<file path="src/rtl/mux.sv">
// Registered 8:1 lane multiplexer with capture enable, select echo and one-hot select decode.
// Every output comes straight from a flop, so there is no combinational input-to-output path.
module mux #(
    parameter int WIDTH = 1,
    parameter int N_IN  = 8
) (
    input  logic                    clk,
    input  logic                    rst_n,
    input  logic [N_IN*WIDTH-1:0]   d,
    input  logic [2:0]              s,
    input  logic                    en,
    output logic [WIDTH-1:0]        out,
    output logic                    out_valid,
    output logic [2:0]              sel_q,
    output logic [7:0]              sel_onehot
);

    logic [WIDTH-1:0] w_lane;
    logic [7:0]       w_onehot;

    logic [WIDTH-1:0] r_out;
    logic             r_out_valid;
    logic [2:0]       r_sel_q;
    logic [7:0]       r_sel_onehot;

    always_comb begin
        w_lane = '0;
        for (int i = 0; i < N_IN; i++) begin
            if (s == 3'(i)) begin
                w_lane = d[i*WIDTH +: WIDTH];
            end
        end
    end

    assign w_onehot = 8'b1 << s;

    // Reset value of the one-hot decode matches sel_q=0 so the pair stays consistent.
    always_ff @(posedge clk or negedge rst_n) begin
        if (!rst_n) begin
            r_out        <= '0;
            r_out_valid  <= 1'b0;
            r_sel_q      <= 3'd0;
            r_sel_onehot <= 8'h01;
        end else begin
            r_out_valid <= en;
            if (en) begin
                r_out        <= w_lane;
                r_sel_q      <= s;
                r_sel_onehot <= w_onehot;
            end
        end
    end

    assign out        = r_out;
    assign out_valid  = r_out_valid;
    assign sel_q      = r_sel_q;
    assign sel_onehot = r_sel_onehot;

endmodule

</file>
<file path="config.mk">
export PLATFORM = sky130hd
export DESIGN_NAME = mux
export DESIGN_NICKNAME = d
export VERILOG_FILES = /design/src/rtl/mux.sv
export SDC_FILE = /design/constraint.sdc
export NUM_CORES = 1
export LEC_CHECK = 0
export ABC_CLOCK_PERIOD_IN_PS = 1100
export CORE_MARGIN = 2
export CORE_UTILIZATION = 30
export DETAILED_ROUTE_END_ITERATION = 7
export GPL_ROUTABILITY_DRIVEN = 0
export HOLD_SLACK_MARGIN = 0.02
export PLACE_DENSITY = 0.69
export SETUP_SLACK_MARGIN = 0.05
export SYNTH_ARGS = -nofsm -noshare
export SYNTH_HDL_FRONTEND = slang
export SYNTH_SLANG_ARGS = --single-unit
</file>
<file path="constraint.sdc">
create_clock -name clk -period 1.1 [get_ports clk]
set_clock_uncertainty 0.15 [all_clocks]
set_input_delay 0.22 -clock clk [delete_from_list [all_inputs] [get_ports clk]]
set_output_delay 0.22 -clock clk [all_outputs]
set_load 0.02 [all_outputs]
</file>
Word level (Yosys, flattened, before mapping)
Index checks and enable logic that the tools add are counted.

word-level totals
  output and inout bits = 13
  logic and storage cells = 21
  flip-flop bits (word level) = 13
  memories = 0
  memory bits (writable) = 0
  bits in latches = 0
  ROM bits = 0
  input port bits = 14

operators by class
  add/sub/neg operators = 0
  shifts and indexed selects = 1
  divide/modulo/power cells = 0
  equal/unequal tests = 7
  $lt $le $gt $ge = 0
  muxes and demuxes = 8
  bitwise operators = 0
  multiply operators = 0
  reductions and logical operators = 1

operators by type and width
  kind                   number
  $eq A3 B3 Y1 const B   4
  $mux W1                8
  $shl A1 B3 Y8 const A  1
  $eq A3 B2 Y1 const B   2
  $eq A3 B1 Y1 const B   1
  $logic_not A3 Y1       1

Depth between registers and ports, before layout
Gate-level depths: netlist of run 1.

  depth in word-level cells = 9
  mapped depth = 4
  gate-level depth less buffers = 3

Least setup slack after synthesis of run 1
No wires, ideal clock.

  path kind = input port to flip-flop
  start = input port s[1]
  end = register r_out (netlist: out)
  buffers on the path = 1
  stages = 4
  setup slack = -0.061 ns
  data arrival time = 0.879 ns
  setup time = 0.132 ns
  cell sequence = buf_6 -> mux2_1 -> o22ai_1 -> o41ai_2

between the ends
  word-level cells in the longest chain between the ends = 9

ends and longest elaborated chain
  item                   line  source
  from (decl)            10    input logic [2:0] s,
  $logic_not A3 Y1       29    if (s == 3'(i)) begin
  $mux W1 (7 in series)  29
  $mux W1 (*)            29
  to (signal assigned)   47    r_out <= w_lane;
  to (decl)              21    logic [WIDTH-1:0] r_out;

Mark *: on every way between the ends. The rest lies on a longest branch, timed or not.
A chain may end at the register's enable or synchronous reset.

Worst setup path after layout of run 1
  start = register r_sel_onehot[0] (netlist: sel_onehot[0])
  end = output port sel_onehot[0]

RTL lines
  item                    line  source
  from (decl)             24    logic [7:0] r_sel_onehot;
  from (signal assigned)  49    r_sel_onehot <= w_onehot;
  to (decl)               15    output logic [7:0] sel_onehot

No word-level cell between the ends.

==> results of run 1 <==
==> cell families (layout without fill, tap and decap cells) <==
family | after synthesis | in the layout | synth area share (%)
AOI/OAI and AO/OA | 13 | 13 | 20.3
DFF | 13 | 13 | 58.1
and+or+nand+nor | 8 | 8 | 8.02
buffers and inverters | 6 | 54 | 5.57
muxes | 4 | 4 | 8.02
==> layout make-up <==
cell class | count | area [um2]
Timing Repair Buffer | 46 | 425
Sequential cell | 13 | 327
Tap cell | 25 | 31.3
Clock buffer | 4 | 26.3
Fill cell | 152 | 639
Multi-Input combinational cell | 25 | 282
Inverter | 4 | 15.0
==> cell usage in the layout, fill, tap and decap left out, drive strengths merged <==
cell and n:
a2111oi 1, a211oi 1, and2b 1, buf 34, clkbuf 5, clkdlybuf4s15 1, clkdlybuf4s50 2, dfrtp 12
dfstp 1, dlygate4sd2 7, dlymetal6s2s 1, inv 4, mux2 4, nand2 3, nand2b 2, nor2b 1
o21ai 1, o22ai 1, o2bb2ai 6, o32ai 2, o41ai 1, or2b 1
==> repair_timing <==
item / 4_1_cts / 5_1_grt
pin swaps: 4 / 2
endpoints found under the hold margin: 2 / 2
buffers inserted: 2 / 7
endpoints found under the setup margin: 25 / 15
gates resized for setup: 105 / 8
==> metrics by stage <==
step	setup WS (ns)	hold WS, ns	setup TNS [ns]	instances	cell area (um2)
after global placement	-0.565	0.289	-7.74	105	943
after CTS	-0.203	-0.00504	-1.07	111	1040
final	-0.193	-0.00794	-1.03	117	1110
after global routing	-0.223	-0.0121	-1.37	117	1110
after detailed placement	-0.602	0.289	-8.04	105	943
after floorplan	-0.0307	-0.226	-0.0307	44	582
==> flip-flops by register name (all words and copies together) (netlist names) <==
name and cells:
out 1, out_valid 1, sel_onehot 8, sel_q 3
==> power groups by stage <==
stage	registers, W	logic (W)	clock network, W
2_1_floorplan	0.000582	0.0000757	0
3_3_place_gp	0.000539	0.000293	0
3_5_place_dp	0.000540	0.000294	0
4_1_cts	0.000537	0.000323	0.000298
5_1_grt	0.000541	0.000383	0.000323
6_report	0.000538	0.000358	0.000291
==> metal layers <==
layer,vias up,global-route usage [%],wire (um)
met2,24,28.1,887
met4,0,5.00,17
met3,2,3.46,114
met1,263,18.6,669
li1,258,-,-
met5,-,0,0
==> how the worst max path moves through the flow <==
stage | startpoint | end | slack (ns)
after floorplan | s[1] | out$_DFFE_PN0P_ | -0.03
after global placement | s[1] | out$_DFFE_PN0P_ | -0.56
after detailed placement | s[1] | out$_DFFE_PN0P_ | -0.60
after CTS | sel_onehot[0]$_DFFE_PN1P_ | sel_onehot[0] | -0.20
after global routing | sel_onehot[0]$_DFFE_PN1P_ | sel_onehot[0] | -0.22
final | sel_onehot[0]$_DFFE_PN1P_ | sel_onehot[0] | -0.19
==> out/qor.csv, run 1 <==
metric,value,unit
rsz0062_at_grt,true,
required,0.73,ns
grt_pass1_vias,533,
finalCriticalPeriod,1.29,ns
yosysWarnings,0,
finalNetCount,107,
drt_iter0_drc,10,
timing.hold.ws,-0.00794,ns
critPathKind,reg2out,
routed_wl,1.69,mm
crit_fanout,2,
p_int,0.000857,W
swShare,27.8,%
cts_buffers,3,
vias,547,
drive_gt1_share,57.6,%
syn_to_final_growth,96.9,%
cap_violations,0,
post-dp-hpwl,1.13,mm
p_switching,0.000330,W
num_rows,15,
slew-limit-headroom,82.0,%
ff2ff_path_depth,3,
grt_use_total,15.7,%
crit_buf_inv,1,
die_x,47.3,um
violations,"negative hold slack, negative setup slack",
port_buffers,26,
ys_seq_area_share,58.1,%
wl_per_cell,14.4,um
cts_tree,yes,
start_kind,flop,
htree_levels,1,
cts_sinks,13,
r2r-start,sel_onehot[4]$_DFFE_PN0P_,
overflow,0,
initial_core_util,32.2,%
drcViolationCount,0,
slowest_delay,0.54,ns
vdd_drop_max,0.00118,V
antenna_cells,0,
avgSynthCellArea,12.8,um2
p_clk_share,24.5,%
synth.cell_area,562,um2
clk_pin_slew,0.08,ns
synthTopCellsByCount,"dfrtp_1 (12), o2bb2ai_1 (6), inv_1 (4), nand2_1 (3)",
min_period_over_period,118,%
slowest_stage,dfstp_2,
end_kind,primary output,
synthArstFlopShare,100,%
synth_cell_types,19,
antenna_found_initial,0,
core_area,1750,um2
p_per_area,1070,nW/um2
ant_nets,0,
ys_seq_elements,13,
grt_pass1_wl,2.39,mm
combinationalPowerShare,30.2,%
netlist_instances,44,
die_area,2230,um2
finalPower,0.00119,W
cp_top_family,flip-flops,
cts_buffer_depth,2,
die_h,47.3,um
vias_per_cell,4.68,
ys.flop_type,dfrtp_1,
setup_viol,13,
r2r_slack,0.10,ns
yosys-top-cells-area,"dfrtp_1 (53%), o2bb2ai_1 (9.4%), dfstp_2 (4.7%), mux2_1 (4.0%), mux2_2 (4.0%)",
fmax,773,MHz
synth_fp_nets,58,
fin_ws,-0.193,ns
yosys.area.top_type,dfrtp_1,
leakage,0.533,nW
cp.depth,1,
status,"finished, violations left",
power_frac_seq,45.3,%
cp.arrival,0.92,ns
drt_pass1_iterations,4,
post-synth-top-area-fraction,53.5,%
synth_most_common_cell,dfrtp_1,
synth_edf_count,0,
r2r_end,sel_onehot[4]$_DFFE_PN0P_,
worst_pin_slew,0.270,ns
root_buffer,clkbuf_4,
io-pin-count,27,
path_cells,buf_6,
hold_class,in2async,
fin_util,63.4,%
slew_viol_final,0,
finalHoldViolCount,2,
grt_max_degree,11,
clock_latency,0.27,ns
Note: power is estimated with default switching activity, not from simulation.
==> run 2: changes to the inputs <==
--- a/config.mk
+++ b/config.mk
@@ -7,11 +7,11 @@
 export LEC_CHECK = 0
 export ABC_CLOCK_PERIOD_IN_PS = 1100
 export CORE_MARGIN = 2
-export CORE_UTILIZATION = 30
+export CORE_UTILIZATION = 38
 export DETAILED_ROUTE_END_ITERATION = 7
 export GPL_ROUTABILITY_DRIVEN = 0
 export HOLD_SLACK_MARGIN = 0.02
-export PLACE_DENSITY = 0.69
+export PLACE_DENSITY = 0.83
 export SETUP_SLACK_MARGIN = 0.05
 export SYNTH_ARGS = -nofsm -noshare
 export SYNTH_HDL_FRONTEND = slang
==> run 2 against run 1 <==
  * The run ends with negative setup slack left
  * Setup slack worse by 0.0064 ns
  * Global-route usage up 4.4 points
  * Utilization up 17 points
  * Critical path depth unchanged
  * Sequential cell count unchanged
  * Critical path type unchanged
==> out/qor.csv, run 2 (synthesized netlist as in run 1, its figures left out) <==
metric,value,unit
ff2ff_path_depth,2,
slew_viol_final,0,
start_kind,flop,
design_area,1070,um2
die_x,42.5,um
slew-limit-headroom,82.2,%
grt_pass1_vias,557,
critPathKind,reg2out,
routed_wl,1.67,mm
root_buffer,clkbuf_4,
cp.arrival,0.93,ns
port_buffers,26,
drt_pass1_iterations,3,
startpoint,sel_onehot[0]$_DFFE_PN1P_,
vdd_drop_max,0.000911,V
postCtsHoldBufs,0,
initial_core_util,42.1,%
core_area,1330,um2
antenna_found_initial,0,
ant_nets,0,
vias_per_cell,5.04,
cts_buffers,3,
fin_ws,-0.200,ns
htree_levels,1,
grt_util_met3,6.03,%
p_per_area,1100,nW/um2
r2r_end,sel_q[0]$_DFFE_PN0P_,
status,"finished, violations left",
crit_fanout,2,
finalNetCount,106,
antenna_cells,0,
grt_use_total,20.1,%
slowest_delay,0.54,ns
drive_gt1_share,54.9,%
cts_sinks,13,
vias,534,
required,0.73,ns
path_cells,buf_6,
cts_buffer_depth,2,
rsz0062_at_grt,true,
dp_slack,-0.579,ns
clock_latency,0.28,ns
layout_common_cells,"buf_6 (17), buf_4 (15), dfrtp_1 (12)",
wl_per_cell,15.8,um
r2r-start,sel_q[0]$_DFFE_PN0P_,
gr-usage-met1,27.0,%
die_area,1800,um2
fillers,96,
crit_buf_inv,1,
end_kind,primary output,
grt_use_met2,30.5,%
slowest_stage,dfstp_2,
drt_iter0_drc,7,
grt_pass1_wl,2.62,mm
clk_pin_slew,0.07,ns
fmax,769,MHz
min_period_over_period,118,%
violations,negative setup slack,
drcViolationCount,0,
syn_to_final_growth,90.4,%
cp_top_family,flip-flops,
largest_register_ff_count,8,
worst_pin_slew,0.267,ns
post-dp-hpwl,1.15,mm
r2r_slack,0.04,ns
overflow,0,
cap_violations,0,
cts_tree,yes,
layout_commonest_cell,buf_6,
postPlaceCellArea,931,um2
top_usage_layer,met2,
grt_max_degree,8,
finalCriticalPeriod,1.30,ns
num_rows,13,
finalHoldViolCount,0,
io-pin-count,27,
die_h,42.5,um
setup_viol,13,
leakage,0.525,nW
hold_class,in2async,
run 2: area by class of cell:
type | instances | area, um2 | area share (%)
tap | 15 | 18.8 | 1.75
clock buffer | 4 | 26.3 | 2.46
inverter | 4 | 15.0 | 1.40
sequential | 13 | 327 | 30.5
multi-input combinational | 25 | 270 | 25.3
timing repair buffer | 45 | 413 | 38.6
run 2: worst max-delay path by stage:
stage,endpoint,slack (ns),depth (start not counted)
2_1_floorplan,out$_DFFE_PN0P_,-0.03,4
5_1_grt,sel_onehot[0],-0.23,1
6_report,sel_onehot[0],-0.20,1
3_3_place_gp,out$_DFFE_PN0P_,-0.56,4
4_1_cts,sel_onehot[0],-0.20,1
3_5_place_dp,out$_DFFE_PN0P_,-0.58,4
run 2: what timing repair did:
action	in CTS	in global routing
pin swaps	3	2
gates cloned	0	0
setup buffers	6	3
endpoints found under the setup margin	25	22
gates resized for setup	104	6
run 2: per-layer routing:
| layer | wire [um] | vias up |
|---|---|---|
| li1 | - | 254 |
| met1 | 697 | 261 |
| met3 | 94 | 2 |
| met5 | 0 | - |
| met2 | 857 | 17 |
| met4 | 25 | 0 |
run 2: where the power goes:
group	leakage, nW	total [W]	switching (W)	internal, W
sequential	0.164	0.000538	0.0000250	0.000513
combinational	0.346	0.000349	0.000151	0.000198
clock	0.0150	0.000291	0.000150	0.000141
run 2: through the flow:
stage                     TNS (ns)  power, W  instances  hold WS, ns  utilization (%)
final                        -1.13   0.00118        106        0.136             80.2
after global routing         -1.53   0.00124        106        0.147             80.2
after detailed placement     -8.35  0.000836         95        0.322             69.8
after floorplan            -0.0307  0.000658         44       -0.226                -
after global placement       -8.28  0.000830         95        0.315             69.8
after CTS                    -1.08   0.00116        105        0.140             78.9
==> run 3: changes to the inputs <==
==> config.mk (replaced) <==
export PLATFORM = sky130hd
export DESIGN_NAME = mux
export DESIGN_NICKNAME = d
export VERILOG_FILES = /design/src/rtl/mux.sv
export SDC_FILE = /design/constraint.sdc
export NUM_CORES = 1
export LEC_CHECK = 0
export ABC_AREA = 1
export ABC_CLOCK_PERIOD_IN_PS = 1100
export CORE_MARGIN = 2
export CORE_UTILIZATION = 39
export CTS_CLUSTER_DIAMETER = 100
export DETAILED_ROUTE_END_ITERATION = 7
export GPL_ROUTABILITY_DRIVEN = 0
export HOLD_SLACK_MARGIN = 0.02
export PLACE_DENSITY = 0.83
export SETUP_SLACK_MARGIN = 0.5
export SYNTH_ARGS = -nofsm -noshare
export SYNTH_HDL_FRONTEND = slang
export SYNTH_SLANG_ARGS = --single-unit
==> run 3 against run 2 <==
  * The flow finishes with violations (negative hold slack, negative setup slack)
  * First-iteration DRC count rose to 3.3 times the previous value
  * Sequential cell count unchanged
  * Utilization is 1.8 points higher
  * Critical path depth stayed put
  * Largest cell class unchanged
  * Register-to-register slack got worse by 0.04 ns
  * Final area is 13% higher
  * Synthesized area up 7.6%
  * Critical path type unchanged
==> out/qor.csv, run 3 <==
metric,value,unit
post-synth-top-area-fraction,49.7,%
wl_per_cell,15.6,um
root_buffer,clkbuf_4,
synthTopCellsByCount,"nand2_1 (26), dfrtp_1 (12), nand3_1 (8), o21ai_0 (6), nor2_1 (4)",
yosys.area.top_type,dfrtp_1,
setup_viol,14,
multi_input_comb_area,294,um2
start_kind,flop,
cap_violations,0,
port_buffers,26,
timing.hold.ws,-0.0901,ns
combinationalPowerShare,32.3,%
p_clk_share,24.2,%
die_x,43.4,um
die_area,1880,um2
path_cells,buf_6,
synthArstFlopShare,100,%
cts_buffers,3,
drt_iter0_drc,23,
finalHoldViolCount,6,
synth.cell_area,604,um2
worst_pin_slew,0.252,ns
num_rows,14,
cp.arrival,0.96,ns
overflow,0,
core_area,1470,um2
vias_per_cell,5.35,
avgSynthCellArea,8.39,um2
htree_levels,1,
drcViolationCount,0,
netlist_instances,72,
antenna_cells,0,
fin_ws,-0.232,ns
initial_core_util,41.1,%
io-pin-count,27,
place_inst,122,
cts_tree,yes,
synth_cell_types,15,
yosys-top-cells-area,"dfrtp_1 (50%), nand2_1 (16%), nand3_1 (6.6%), o21ai_0 (5.0%), dfstp_2 (4.3%)",
grt_pass1_vias,690,
syn_to_final_growth,99.6,%
p_switching,0.000377,W
p_int,0.000877,W
violations,"negative hold slack, negative setup slack",
clock_latency,0.28,ns
post-dp-hpwl,1.10,mm
grt_use_total,24.3,%
power_frac_seq,43.5,%
largest_register_ff_count,8,
critPathKind,reg2out,
end_kind,primary output,
status,"finished, violations left",
ant_nets,0,
finalNetCount,135,
crit_buf_inv,1,
grt_max_degree,11,
cp_top_family,flip-flops,
instances_no_fill,136,
crit_fanout,2,
p_per_area,1040,nW/um2
synth_most_common_cell,nand2_1,
grt_pass1_wl,3.17,mm
finalCriticalPeriod,1.33,ns
fin_util,82.0,%
cts_buffer_depth,2,
leakage,0.586,nW
ys.flop_type,dfrtp_1,
drt_pass1_iterations,4,
hold_class,in2async,
layout_common_cells,"buf_6 (25), nand2_1 (21), dfrtp_2 (10)",
synth_fp_nets,86,
drive_gt1_share,59.2,%
min_period_over_period,121,%
clk_pin_slew,0.08,ns
cts_sinks,13,
vias,728,
fmax,751,MHz
ff_latch_area,339,um2
routed_wl,2.12,mm
antenna_found_initial,0,
slowest_delay,0.57,ns
die_h,43.4,um
slew-limit-headroom,83.1,%
vdd_drop_max,0.000548,V
ys_seq_elements,13,
slowest_stage,dfstp_2,
required,0.73,ns
ys_seq_area_share,54.0,%
synth_edf_count,0,
yosysWarnings,0,
dp_slack,-0.475,ns
swShare,30.1,%
fillers,81,
layout_commonest_cell,buf_6,
rsz0062_at_grt,true,
slew_viol_final,0,
[run 3: cell types whose count changed after synthesis, moves of 2 or more]
cell,delta
a21oi_1,+2
inv_2,+2
mux2_1,-2
mux2_2,-2
nand2_1,+23
nand2b_1,-2
nand3_1,+8
nor2_1,+4
o21ai_0,+5
o2bb2ai_1,-6
o32ai_1,-2
[run 3: per-layer routing]
metal / track usage (%) / share of wire, %
met1: 24.9 / 39
met2: 43.3 / 50
met3: 5.83 / 6.6
met4: 16.4 / 4.0
met5: 0 / 0
[run 3: repair_timing]
| item | in CTS | in global routing |
|---|---|---|
| gates resized for setup | 114 | 15 |
| buffers inserted | 2 | 5 |
| pin swaps | 9 | 2 |
| endpoints found under the setup margin | 27 | 25 |
| cloned | 3 | 0 |
| endpoints found under the hold margin | 6 | 12 |
[run 3: power groups by stage]
stage | sequential, W | combinational (W) | clock, W
floorplan | 0.000583 | 0.0000903 | 0
global placement | 0.000539 | 0.000292 | 0
detailed placement | 0.000543 | 0.000298 | 0
CTS | 0.000542 | 0.000353 | 0.000297
global route | 0.000548 | 0.000430 | 0.000335
finish | 0.000545 | 0.000405 | 0.000304
[run 3: cell type report]
cell class | count | area share, %
timing repair buffer | 46 | 40.1
tap | 16 | 1.66
inverter | 6 | 2.28
sequential | 13 | 28.1
clock buffer | 4 | 2.18
timing repair inverter | 2 | 1.24
multi-input combinational | 49 | 24.4
[run 3: through the flow]
step | instance area, um2 | TNS [ns] | total power, W
after global placement | 976 | -6.59 | 0.000831
after floorplan | 644 | 0 | 0.000674
after global routing | 1210 | -1.78 | 0.00131
after detailed placement | 976 | -7.08 | 0.000841
after CTS | 1120 | -1.27 | 0.00119
final | 1210 | -1.41 | 0.00125
[run 3: final timing paths]
kind	end	slack, ns	cells past startpoint	start
hold / removal	sel_onehot[1]$_DFFE_PN0P_	-0.09	2	rst_n
setup reg to reg	out$_DFFE_PN0P_	0	5	out$_DFFE_PN0P_
hold reg to reg	sel_onehot[5]$_DFFE_PN0P_	0.37	2	sel_onehot[5]$_DFFE_PN0P_
min in group clk	out_valid$_DFF_PN0_	0.16	2	en
setup / recovery	sel_onehot[0]	-0.23	1	sel_onehot[0]$_DFFE_PN1P_
max in group asynchronous	sel_q[1]$_DFFE_PN0P_	0.64	2	rst_n
[run 3: kinds of logic (layout without fill, tap and decap cells)]
group	count (synthesis)	count (layout)	share of synthesized area, %
DFF	13	13	54.0
AOI/OAI and AO/OA	9	9	8.08
buffers and inverters	10	58	9.52
and+or+nand+nor	40	40	28.4
==> patch 1 (config.mk and constraints of run 3) <==
The parameter `N_IN` goes from 8 to 4.
--- a/src/rtl/mux.sv
+++ b/src/rtl/mux.sv
@@ -2,7 +2,7 @@
 // Every output comes straight from a flop, so there is no combinational input-to-output path.
 module mux #(
     parameter int WIDTH = 1,
-    parameter int N_IN  = 8
+    parameter int N_IN  = 4
 ) (
     input  logic                    clk,
     input  logic                    rst_n,
Interface: changed (resized d); port bits go from 27 to 23. No check against the original RTL was run, so the function may have changed too.
==> patch 1 against run 3 <==
The run still ends with negative hold slack, negative setup slack left. Global-route usage fell by 0.29 points. Largest power group unchanged. Synthesized area fell by 14%. Largest cell class unchanged. Final area fell by 15%. Routed wire length fell by 19%. Clock power fell by 1%. Sequential share of layout area rose by 5.1 points. Total power fell by 8.3%. First-iteration DRC count fell by 22%. Via count fell by 22%. Setup slack improved by 19 ps. Synthesized cell count fell by 24%. Sequential cell count did not move. Register-to-register slack improved by 80 ps.
==> patch 1: results <==
metrics = {
    "place": {
        "dp_hpwl_um": 1020,
        "placed_area_um2": 852,
        "dp.cells": 100,
        "io_buffer_count": 22,
    },
    "layout": {
        "drive_above_1_share_pct": 68.4,
        "finalInstanceArea_mm2": 0.00102,
        "fin_cells": 110,
        "multi_input_area_share_pct": 22.1,
        "inverters": 6,
        "final.fill_count": 75,
        "num-multi-input-gates": 36,
        "seq_area_um2": 340,
        "nClkBuffers": 4,
        "clk_share_pct": 2.56,
    },
    "critical_path": {
        "r2r_start": "sel_onehot[7]",
        "reg2regPathDepth": 4,
        "r2r_slack_ps": 80,
        "critPathArrivalTime_ps": 940,
        "cp-endpoint": "sel_onehot[0]",
        "rr_endpoint": "sel_onehot[7]",
        "crit_path_max_incr_delay_ps": 550,
        "critical_path.max_fanout": 2,
    },
    "status": {
        "violations": "negative hold slack, negative setup slack",
        "status": "complete, but fails checks",
    },
    "logic_synthesis": {
        "ys_types": 12,
        "synthTopCellsByArea": "dfrtp_1 (58%), nand2_1 (10%), nand3_1 (5.8%)",
        "ys_seq_area_share_pct": 62.7,
        "syn_nets": 65,
        "synth_compound_area_share_pct": 11.5,
        "async_reset_ff_share_pct": 100,
        "avgSynthCellArea_um2": 9.46,
    },
    "die": {
        "dieArea_mm2": 0.00164,
    },
    "drt": {
        "drt_iter0_markers": 18,
        "wl_met2_um": 853,
        "drt_wl_total_um": 1710,
        "wl_met1_um": 669,
        "route.met3.wl_um": 136,
        "vias": 569,
    },
    "min_path": {
        "hold_class": "in2async",
    },
    "grt": {
        "grt_max_degree": 9,
        "track_usage_pct": 24.0,
        "use_met1_pct": 30.0,
        "first_global_vias": 537,
        "use_met2_pct": 36.9,
        "grt_use_met3_pct": 6.11,
    },
    "sta": {
        "holdWs_ps": -123,
        "finalHoldViolations": 6,
        "fin_ws_ps": -213,
        "finalSetupViolations": 13,
        "worst_pin_slew_ps": 266,
    },
    "power": {
        "ir_drop_mv": 0.788,
        "power_leakage_nw": 0.474,
    },
    "clock_tree": {
        "root_buffer": "clkbuf_4",
    },
}
==> patch 1: power by group through the flow <==
stage	clock network (mW)	registers, mW	logic (mW)
4_1_cts	0.304	0.539	0.284
2_1_floorplan	0	0.582	0.0512
3_5_place_dp	0	0.541	0.246
5_1_grt	0.331	0.546	0.329
3_3_place_gp	0	0.539	0.240
6_report	0.300	0.542	0.308
==> patch 1: repair_timing <==
| item | CTS | global route |
|---|---|---|
| cloned | 2 | 0 |
| pin swaps | 7 | 2 |
| resized for setup | 112 | 14 |
| setup endpoints to repair | 27 | 25 |
| hold endpoints to repair | 6 | 6 |
| setup buffers | 3 | 1 |
==> patch 1: stage by stage <==
| stage | worst slack (ps) | setup TNS (ps) |
|---|---|---|
| 5_1_grt | -239 | -1680 |
| 6_report | -213 | -1330 |
| 3_5_place_dp | -420 | -7040 |
| 4_1_cts | -206 | -1310 |
| 2_1_floorplan | 168 | 0 |
| 3_3_place_gp | -371 | -6760 |
==> patch 2 (settings of run 3) <==
Made on the original files. Remove the register `r_out_valid`: a continuous assignment takes its place, so the output `out_valid` follows one clock earlier.
--- a/src/rtl/mux.sv
+++ b/src/rtl/mux.sv
@@ -38,11 +38,9 @@
     always_ff @(posedge clk or negedge rst_n) begin
         if (!rst_n) begin
             r_out        <= '0;
-            r_out_valid  <= 1'b0;
             r_sel_q      <= 3'd0;
             r_sel_onehot <= 8'h01;
         end else begin
-            r_out_valid <= en;
             if (en) begin
                 r_out        <= w_lane;
                 r_sel_q      <= s;
@@ -51,6 +49,8 @@
         end
     end
 
+    assign r_out_valid = en;
+
     assign out        = r_out;
     assign out_valid  = r_out_valid;
     assign sel_q      = r_sel_q;
Function: changed (Yosys sat finds a counterexample within 4 cycles, from zero or initial values and one cycle with rst_n low).
==> patch 2 against run 3 <==
The run still ends with negative hold slack, negative setup slack left. Sequential share of layout area is 2.2 points lower. Setup slack better by 17 ps. Utilization up 7.7 points. Sequential cell count is 1 lower. Synthesized area shrank 2.9%. Total power is 2.9% higher. Sequential power decreased by 7.2%. Final area rose by 0.41%. Synthesized cell count is the same. Routed wire length rose by 21%. Critical endpoint unchanged.
==> patch 2: results <==
metrics = {
    "clock_tree": {
        "cts_resized": 117,
        "root_buffer": "clkbuf_4",
        "post_cts_buffers": 3,
        "insertion_delay_ps": 280,
        "htree_levels": 1,
        "ctsLongestPathBuffers": 2,
        "clk_pin_slew_worst_paths_ps": 80,
    },
    "drt": {
        "drt_wl_total_um": 2550,
        "dr.pass1.iters": 4,
        "drt_iter0_markers": 21,
        "avgViaCountPerCell": 5.65,
        "wl_per_cell_um": 18.8,
    },
    "critical_path": {
        "critical_path.max_fanout": 2,
        "crit_path_top_delay_cell": "dfstp_2",
        "critPathArrivalTime_ps": 950,
        "crit_path_max_incr_delay_ps": 550,
    },
    "sta": {
        "fin_ws_ps": -215,
        "holdWs_ps": -85.1,
        "finalSetupViolations": 12,
        "max-slew-margin-rel_pct": 83.1,
        "setup_tns_ps": -1390,
        "finalHoldViolations": 5,
    },
    "grt": {
        "use_met1_pct": 30.1,
        "track_usage_pct": 24.9,
        "first_global_vias": 720,
        "use_met2_pct": 41.5,
        "grt_pass1_wl_um": 3400,
        "grt_max_degree": 11,
        "grt_use_met3_pct": 2.98,
    },
    "power": {
        "powerSeq_mw": 0.506,
        "clk-power_mw": 0.368,
        "power_leakage_nw": 0.606,
        "ir_drop_mv": 0.682,
        "p_int_mw": 0.898,
        "power_mw": 1.29,
    },
    "logic_synthesis": {
        "synthTopCellsByCount": "nand2_1 (26), dfrtp_1 (11), nand3_1 (8)",
        "ys_seq_area_share_pct": 51.4,
        "avgSynthCellArea_um2": 8.15,
        "synthTopCellsByArea": "dfrtp_1 (47%), nand2_1 (17%), nand3_1 (6.8%)",
        "synth_xor_area_share_pct": 0,
        "ys_types": 16,
        "yosys.area_share.adder_pct": 0,
        "muxShareOfSynthArea_pct": 0,
        "ys_warn_count": 0,
        "synthFlopType": "dfrtp_1",
        "synth_compound_area_share_pct": 8.32,
        "async_reset_ff_share_pct": 100,
    },
    "layout": {
        "diodes": 0,
        "largest_reg_flops": 8,
        "fin_nets": 136,
        "drive_above_1_share_pct": 58.7,
    },
    "place": {
        "post-place-ws_ps": -574,
        "dp.cells": 123,
        "placed_area_um2": 972,
        "dp_hpwl_um": 1120,
        "io_buffer_count": 26,
    },
    "status": {
        "violations": "negative hold slack, negative setup slack",
        "status": "complete, but fails checks",
    },
    "min_path": {
        "hold_class": "in2async",
    },
}
==> patch 2: routing by layer <==
layer / vias up / share of wire (%) / wire, um
li1: 328 / - / -
met3: 10 / 7.6 / 193
met2: 62 / 51 / 1310
met4: 0 / 3.7 / 95
met1: 369 / 37 / 951
met5: - / 0 / 0
==> patch 2: area by class of cell <==
type	count	area, um2
timing repair buffer	50	520
clock buffer	4	36.3
tap	15	18.8
inverter	6	37.5
multi-input combinational	49	284
sequential	12	314
fill	65	139
==> patch 2: path summary, 6_finish.rpt <==
| path | start | end | slack [ps] | cells past startpoint |
|---|---|---|---|---|
| max | sel_onehot[0] | sel_onehot[0] | -220 | 1 |
| min | rst_n | sel_q[2] | -90 | 2 |
| max reg2reg | sel_onehot[1] | sel_onehot[1] | 20 | 4 |
| min reg2reg | sel_onehot[3] | sel_onehot[3] | 360 | 2 |
| max in group asynchronous | rst_n | sel_onehot[4] | 630 | 2 |
| min in group clk | s[1] | sel_onehot[5] | 170 | 4 |
